File: config.mk
export PLATFORM = sky130hd
export DESIGN_NAME = pipe_ctrl
export DESIGN_NICKNAME = d
export VERILOG_FILES = /design/src/rtl/pipe_ctrl_pkg.sv /design/src/rtl/pipe_ctrl_mc_watchdog.sv /design/src/rtl/pipe_ctrl.sv
export SDC_FILE = /design/constraint.sdc
export NUM_CORES = 1
export LEC_CHECK = 0
export ABC_AREA = 1
export BUFFER_PORTS_ARGS = -buffer_cell sky130_fd_sc_hd__buf_2
export CAP_MARGIN = 20
export CORE_MARGIN = 2
export CORE_UTILIZATION = 45
export DETAILED_ROUTE_END_ITERATION = 7
export GPL_ROUTABILITY_DRIVEN = 0
export GPL_TIMING_DRIVEN = 0
export PLACE_DENSITY = 0.79
export RECOVER_POWER = 100
export SYNTH_ARGS = -nofsm -noshare
export SYNTH_HDL_FRONTEND = slang
export SYNTH_SLANG_ARGS = --single-unit
File: constraint.sdc
create_clock -name clk -period 1.9 [get_ports clk]
set_input_delay 0.19 -clock clk [delete_from_list [all_inputs] [get_ports clk]]
set_output_delay 0.19 -clock clk [all_outputs]
set_load 0.01 [all_outputs]
File: src/rtl/pipe_ctrl_pkg.sv
// Shared defines for the quantr-i pipeline control: data width, stall encodings, FSM states.
package pipe_ctrl_pkg;

    localparam int MXLEN = 64;
    localparam logic [MXLEN-1:0] ZeroDWord = '0;

    // Each encoding freezes every stage up to and including the requester.
    localparam logic [5:0] STALL_NONE = 6'b000000;
    localparam logic [5:0] STALL_ID   = 6'b000111;
    localparam logic [5:0] STALL_EX   = 6'b001111;
    localparam logic [5:0] STALL_MEM  = 6'b011111;

    typedef enum logic [1:0] {
        PC_RUN     = 2'd0,
        PC_MC_WAIT = 2'd1,
        PC_FLUSH   = 2'd2
    } pc_state_e;

endpackage

File: src/rtl/pipe_ctrl_mc_watchdog.sv
// Cycle counter for multi-cycle EX ops; flags expiry on the last permitted wait cycle.
module mc_watchdog #(
    parameter int TIMEOUT_CYCLES = 64,
    parameter int TO_W           = 7
) (
    input  logic clk,
    input  logic rst,
    input  logic clear,
    input  logic enable,
    output logic expired
);

    logic [TO_W-1:0] count;

    always_ff @(posedge clk) begin
        if (rst || clear)
            count <= '0;
        else if (enable)
            count <= count + 1'b1;
    end

    assign expired = enable && (count == TO_W'(TIMEOUT_CYCLES - 1));

endmodule

File: src/rtl/pipe_ctrl.sv
// Pipeline stall/flush controller with multi-cycle EX sequencing and timeout watchdog.
// Define PIPE_CTRL_PERF_EN to add the stall-cycle and flush-count performance counters.
module pipe_ctrl
    import pipe_ctrl_pkg::*;
#(
    parameter int TIMEOUT_CYCLES = 64,
    parameter int TO_W           = 7
) (
    input  logic             clk,
    input  logic             rst,
    input  logic             stallreq_id,
    input  logic             stallreq_mem,
    input  logic             ex_mc_start,
    input  logic             ex_mc_done,
    input  logic             flush_req,
    input  logic [MXLEN-1:0] flush_target,
    output logic [5:0]       stall,
    output logic             flush,
    output logic [MXLEN-1:0] new_pc,
    output logic             ex_mc_abort,
    output logic             mc_busy,
`ifdef PIPE_CTRL_PERF_EN
    output logic [31:0]      perf_stall_cycles,
    output logic [31:0]      perf_flush_count,
`endif
    output logic             timeout_err
);

    pc_state_e state;
    logic      ex_req;
    logic      wd_expired;

    // Counter sits at zero outside MC_WAIT, so it is already clear when an op starts.
    mc_watchdog #(
        .TIMEOUT_CYCLES (TIMEOUT_CYCLES),
        .TO_W           (TO_W)
    ) u_watchdog (
        .clk     (clk),
        .rst     (rst),
        .clear   (state != PC_MC_WAIT),
        .enable  (state == PC_MC_WAIT),
        .expired (wd_expired)
    );

    // A start in RUN stalls immediately unless a flush wins the same cycle.
    assign ex_req = (state == PC_RUN && ex_mc_start && !flush_req) ||
                    (state == PC_MC_WAIT && !ex_mc_done);

    always_comb begin
        stall = STALL_NONE;
        if (state != PC_FLUSH) begin
            if (stallreq_mem)
                stall = STALL_MEM;
            else if (ex_req)
                stall = STALL_EX;
            else if (stallreq_id)
                stall = STALL_ID;
        end
    end

    always_ff @(posedge clk) begin
        if (rst) begin
            state       <= PC_RUN;
            flush       <= 1'b0;
            new_pc      <= ZeroDWord;
            ex_mc_abort <= 1'b0;
            mc_busy     <= 1'b0;
            timeout_err <= 1'b0;
        end else begin
            flush       <= 1'b0;
            ex_mc_abort <= 1'b0;
            mc_busy     <= 1'b0;
            case (state)
                PC_RUN: begin
                    if (flush_req) begin
                        new_pc <= flush_target;
                        flush  <= 1'b1;
                        state  <= PC_FLUSH;
                    end else if (ex_mc_start) begin
                        mc_busy <= 1'b1;
                        state   <= PC_MC_WAIT;
                    end
                end
                PC_MC_WAIT: begin
                    if (flush_req) begin
                        // A completing op is not aborted; the flush goes ahead either way.
                        new_pc      <= flush_target;
                        flush       <= 1'b1;
                        ex_mc_abort <= !ex_mc_done;
                        state       <= PC_FLUSH;
                    end else if (ex_mc_done) begin
                        state <= PC_RUN;
                    end else if (wd_expired) begin
                        ex_mc_abort <= 1'b1;
                        timeout_err <= 1'b1;
                        state       <= PC_RUN;
                    end else begin
                        mc_busy <= 1'b1;
                    end
                end
                PC_FLUSH: state <= PC_RUN;
                default:  state <= PC_RUN;
            endcase
        end
    end

`ifdef PIPE_CTRL_PERF_EN
    always_ff @(posedge clk) begin
        if (rst) begin
            perf_stall_cycles <= '0;
            perf_flush_count  <= '0;
        end else begin
            if (stall[0])
                perf_stall_cycles <= perf_stall_cycles + 32'd1;
            if (state != PC_FLUSH && flush_req)
                perf_flush_count <= perf_flush_count + 32'd1;
        end
    end
`endif

endmodule

After elaboration in Yosys (flattened, before gate mapping)
Cells that the tools add are included.
W data, S select, Z words.
Storage, ports and cells
  bits in registers: 77
  input port bits: 71
  output and inout bits: 74
Operators by class
  add/sub/neg operators: 1
  equal/unequal tests: 6
  muxes and demuxes: 20
  bitwise operators: 4
  reduce and logical (&&, ||, !) cells: 15
Operators with widths (count)
  $mux W2: 5
  $mux W5: 2
  $mux W1: 9
  $add A7 B1 Y7 const B: 1
  $eq A7 B6 Y1 const B: 1
  $reduce_or A2 Y1: 3
  $logic_and A1 B1 Y1: 4
  $mux W4: 1
  $ne A4 B4 Y1 const B: 1
  $not A1 Y1: 4
  $pmux W2 S2: 1
  $reduce_and A2 Y1: 2
  $reduce_and A4 Y1: 1
  $mux W3: 1
  $ne A3 B3 Y1 const B: 1
  $eq A2 B1 Y1 const B: 1
  $logic_not A1 Y1: 2
  $logic_not A2 Y1: 1
  $logic_or A1 B1 Y1: 2
  $ne A2 B1 Y1 const B: 1
  $ne A2 B2 Y1 const B: 1
  $pmux W1 S2: 1

Longest topological paths before layout
  word-level depth: 7
  gate-level depth with buffers: 7
  depth with buffers taken out: 6

By module
A second synthesis with hierarchy kept.
Second synthesis, totals
  cell total of the unflattened synthesis: 365
  area total of the unflattened synthesis: 2836.5 um^2
By module, submodules not included
  pipe_ctrl: instances 1, cells an instance 318, area an instance 2499.9 um^2, sequential area each 1401.3 um^2
  mc_watchdog: instances 1, cells an instance 47, area an instance 336.6 um^2, sequential area each 140.1 um^2

Worst setup path before layout
No wires, ideal clock.
  kind: register -> output
  from: register state[1]
  to: output stall[1]
  arrival time: 966 ps
  data required time: 1710 ps
  path slack: 744 ps
  cell stages (with the launch flop): 7
  path buffers: 1
  path through: dfxtp_1 nor2_1 nand3_1 nand3_1 nand2_1 nand2_1 buf_4
On the way
  cells in the longest elaborated chain, start to end: 7
  elaborated cells on any way between the ends: 10
  classes of those cells: eq/ne (2); mux (3); reduce/logical (5)
RTL lines
  start, declared: RTL line pipe_ctrl.sv:29  | pc_state_e state;
  start signal, assigned: RTL line pipe_ctrl.sv:63  | state <= PC_RUN;
  start signal, assigned: RTL line pipe_ctrl.sv:78  | state <= PC_FLUSH;
  start signal, assigned: RTL line pipe_ctrl.sv:81  | state <= PC_MC_WAIT;
  $logic_not A2 Y1: RTL line pipe_ctrl.sv:46  | assign ex_req = (state == PC_RUN && ex_mc_start && !flush_req) ||
  $logic_and A1 B1 Y1 (2 in a row): RTL line pipe_ctrl.sv:46
  $logic_or A1 B1 Y1: RTL line pipe_ctrl.sv:46
  $mux W4: RTL line pipe_ctrl.sv:54  | else if (ex_req)
  $mux W5: RTL line pipe_ctrl.sv:52  | if (stallreq_mem)
  $mux W5 *: RTL line pipe_ctrl.sv:51  | if (state != PC_FLUSH) begin
  end, declared: RTL line pipe_ctrl.sv:17  | output logic [5:0] stall,
Every way passes the cells marked *; elsewhere a longest branch is shown, timed or not.

Worst setup path in the final report
Same ends and word-level chain as after synthesis.

==> results.md <==
- Fmax: 598.8 MHz
- CTS Buf Count: 9
- Max_slew headroom: 0.6009
- Clk Tree Root Cell: clkbuf_8
- Critical path required time: 1710 ps
- Drt drc: 0
- Routed Antenna Nets: 0
- Cts repair resizes: 0
- DRT Wirelength: 7.464 mm
- FF+latch count, synth: 77
- Crit path launch type: flop
- Num Clock Sinks: 77
- Antenna violations before repair: 0
- Mapped Area: 3022 um^2
- Synth cell types: 23
- Crit end category: primary output
- Sw frac: 0.2674
- Critical Path Fanout Max: 4
- Final #Nets: 592
- Leak: 1.713 nW
- Minimum clock period: 1670 ps
- DP Wirelength: 5.414 mm
- Total number of vias: 2870
- Drt first pass iters: 4
- Die Span Y: 85.95 um
- Via-to-Cell Ratio: 4.767
- Sequential share of the synthesized area: 0.5101
- Worst-path clk slew: 80 ps
- Chip Width: 85.95 um
- Worst Reg-to-Reg Cells: 5
- WL/cell: 12.40 um
- CTS tree: yes
- First-pass GRT wire length: 11.76 mm
- Maximum buffer depth of the clock tree: 2
- Status: completed
- Area share of the largest cell type after synthesis: 0.5101
- Clock network fraction of total power: 0.366
- Multi-input gate area: 1130 um^2
- Crit path DAT: 1480 ps
- Power per cell area: 937.4 nW/um^2
- Total die area: 7387 um^2
- Row cnt: 29
- Commonest non-fill, non-tap cell in the layout: nor2_1
- # IOs: 145
- Setup ws final: 230.0 ps
- Iter 0 DRT Violations: 86
- Net Sw Power: 0.0009673 W
- M1 WL: 3.284 mm
- Worst hold stages: 3
- Share of layout cells above drive strength 1: 0.2667
- Synth-to-Final Area Change: 27.74%
- Slew Viols, Final: 0
- Post-CTS Setup Repair Bufs: 0
- WL met2: 3.586 mm
- Vias in the first global route: 2697
- Core region area: 6422 um^2
- Overflow after GRT: 0
- Setup violations, final: 0
- Dominant cell type by area after synthesis: dfxtp_1
- Least-Margin Pin Slew: 598.7 ps
- Pin count of the biggest net entering global routing: 14
- Pre-CTS setup slack: 537.6 ps
- Starting density of the core: 0.4705
- Diode count: 0
- Port bufs: 143
- Syn Nets: 438
- Cells after Synth: 366
- Avg Cell Area, Syn: 8.256 um^2
- # hold bufs at CTS: 0
- Fill count: 660
- Share of power burned in registers: 0.492
- Register Area: 1541 um^2
- Hold crit path type: input pin to flop
- Post-layout util: 0.6010
- GRT Util Overall: 0.1953
- Critical path class: flop to primary output
- Max Cap Viol: 0
- Final Hold Vio Count: 0
- TNS Setup: 0 ps
- Int Pwr: 0.002651 W
- Max VDD drop: 0.0004312 V
- Synth top area cells: dfxtp_1 51%, nor2_1 15%, nor2_2 6.4%
- Most frequent cells in the layout: 120 x nor2_1, 77 x dfxtp_1, 76 x clkbuf_1
- Period utilization: 0.8789
- Clk Latency, worst-skew pair: 340 ps
- Synth Warn #: 0
- Combinational share of power: 0.141
- H-Tree Depth: 3
- Highest metal used: met4
- RSZ-0062 raised after global routing: false
- Met3 WL: 541 um
- Final Skew: 7.031 ps
==> power by group through the flow <==
| stage | clock [W] | combinational [W] | sequential [W] |
|---|---|---|---|
| 2_1_floorplan | 0 | 0.000277 | 0.00187 |
| 3_3_place_gp | 0 | 0.000567 | 0.00182 |
| 3_5_place_dp | 0 | 0.000580 | 0.00182 |
| 4_1_cts | 0.00136 | 0.000582 | 0.00179 |
| 5_1_grt | 0.00142 | 0.000569 | 0.00179 |
| 6_report | 0.00133 | 0.000511 | 0.00178 |
==> worst max-delay path: stages (launching register included) <==
cell,delay [ps]
dfxtp_1,350
nor2_1,130
nand3_1,140
nand3_1,120
nand2_1,70
nand2_1,90
buf_4,110
clkbuf_1,140
==> synthesized netlist by cell type <==
| cell type | count |
|---|---|
| buf_1 | 1 |
| buf_6 | 11 |
| xnor2_1 | 1 |
| conb_1 | 1 |
| clkbuf_1 | 2 |
| o21ai_1 | 21 |
| dfxtp_1 | 77 |
| nor2_4 | 1 |
| nor2_2 | 31 |
| buf_4 | 5 |
| nor2_1 | 118 |
| xor2_1 | 1 |
| nand3_1 | 9 |
| inv_1 | 13 |
| ha_1 | 1 |
| nand2_1 | 16 |
| inv_2 | 4 |
| buf_2 | 3 |
| inv_4 | 1 |
| o21ai_2 | 20 |
| o21ai_0 | 23 |
| a21oi_1 | 5 |
| buf_8 | 1 |
==> final timing paths <==
path                          from     endpoint  slack (ps)
setup / recovery          state[1]     stall[1]         230
setup reg to reg          state[1]   new_pc[39]         280
hold / removal    flush_target[41]   new_pc[41]          70
hold reg to reg        timeout_err  timeout_err         460
==> registers in the layout, indices dropped and copies added (netlist names) <==
signal,flops
timeout_err,1
ex_mc_abort,1
u_watchdog.count,7
state,2
new_pc,64
flush,1
mc_busy,1
==> logic make-up after synthesis <==
kind of cell,after synthesis,synth area share
xor gates and xnor gates,2,0.005798
other,1,0.001241
buffers and inverters,41,0.09027
adders and majority gates,1,0.004140
AOI/OAI and AO/OA,69,0.1391
DFF,77,0.5101
and+or+nand+nor,175,0.2493
==> per-stage QoR <==
step                hold WS, ps  instance area, um^2  std cells  power, W
floorplan                 259.1                 3022        366  0.002150
global placement          411.2                 3834        586  0.002386
detailed placement        421.8                 3834        586  0.002403
CTS                       58.29                 4053        602  0.003732
global route              59.69                 3860        602  0.003785
finish                    66.44                 3860        602  0.003618
==> metal layers <==
metal,up-vias,GRT usage
met3,8,0.04620
met5,-,0
met1,1298,0.2344
met2,109,0.3432
met4,0,0.06205
li1,1455,-
==> cell type report <==
cell class / count / area share
plain buffers: 23 / 0.04603
clock buffers: 12 / 0.04279
clock inverters: 4 / 0.01394
inverters: 18 / 0.01815
multi-input cells: 248 / 0.2927
flip-flops and latches: 77 / 0.3994
well taps: 77 / 0.02496
repair buffers: 143 / 0.1621
Note: power is estimated with default switching activity, not from simulation.
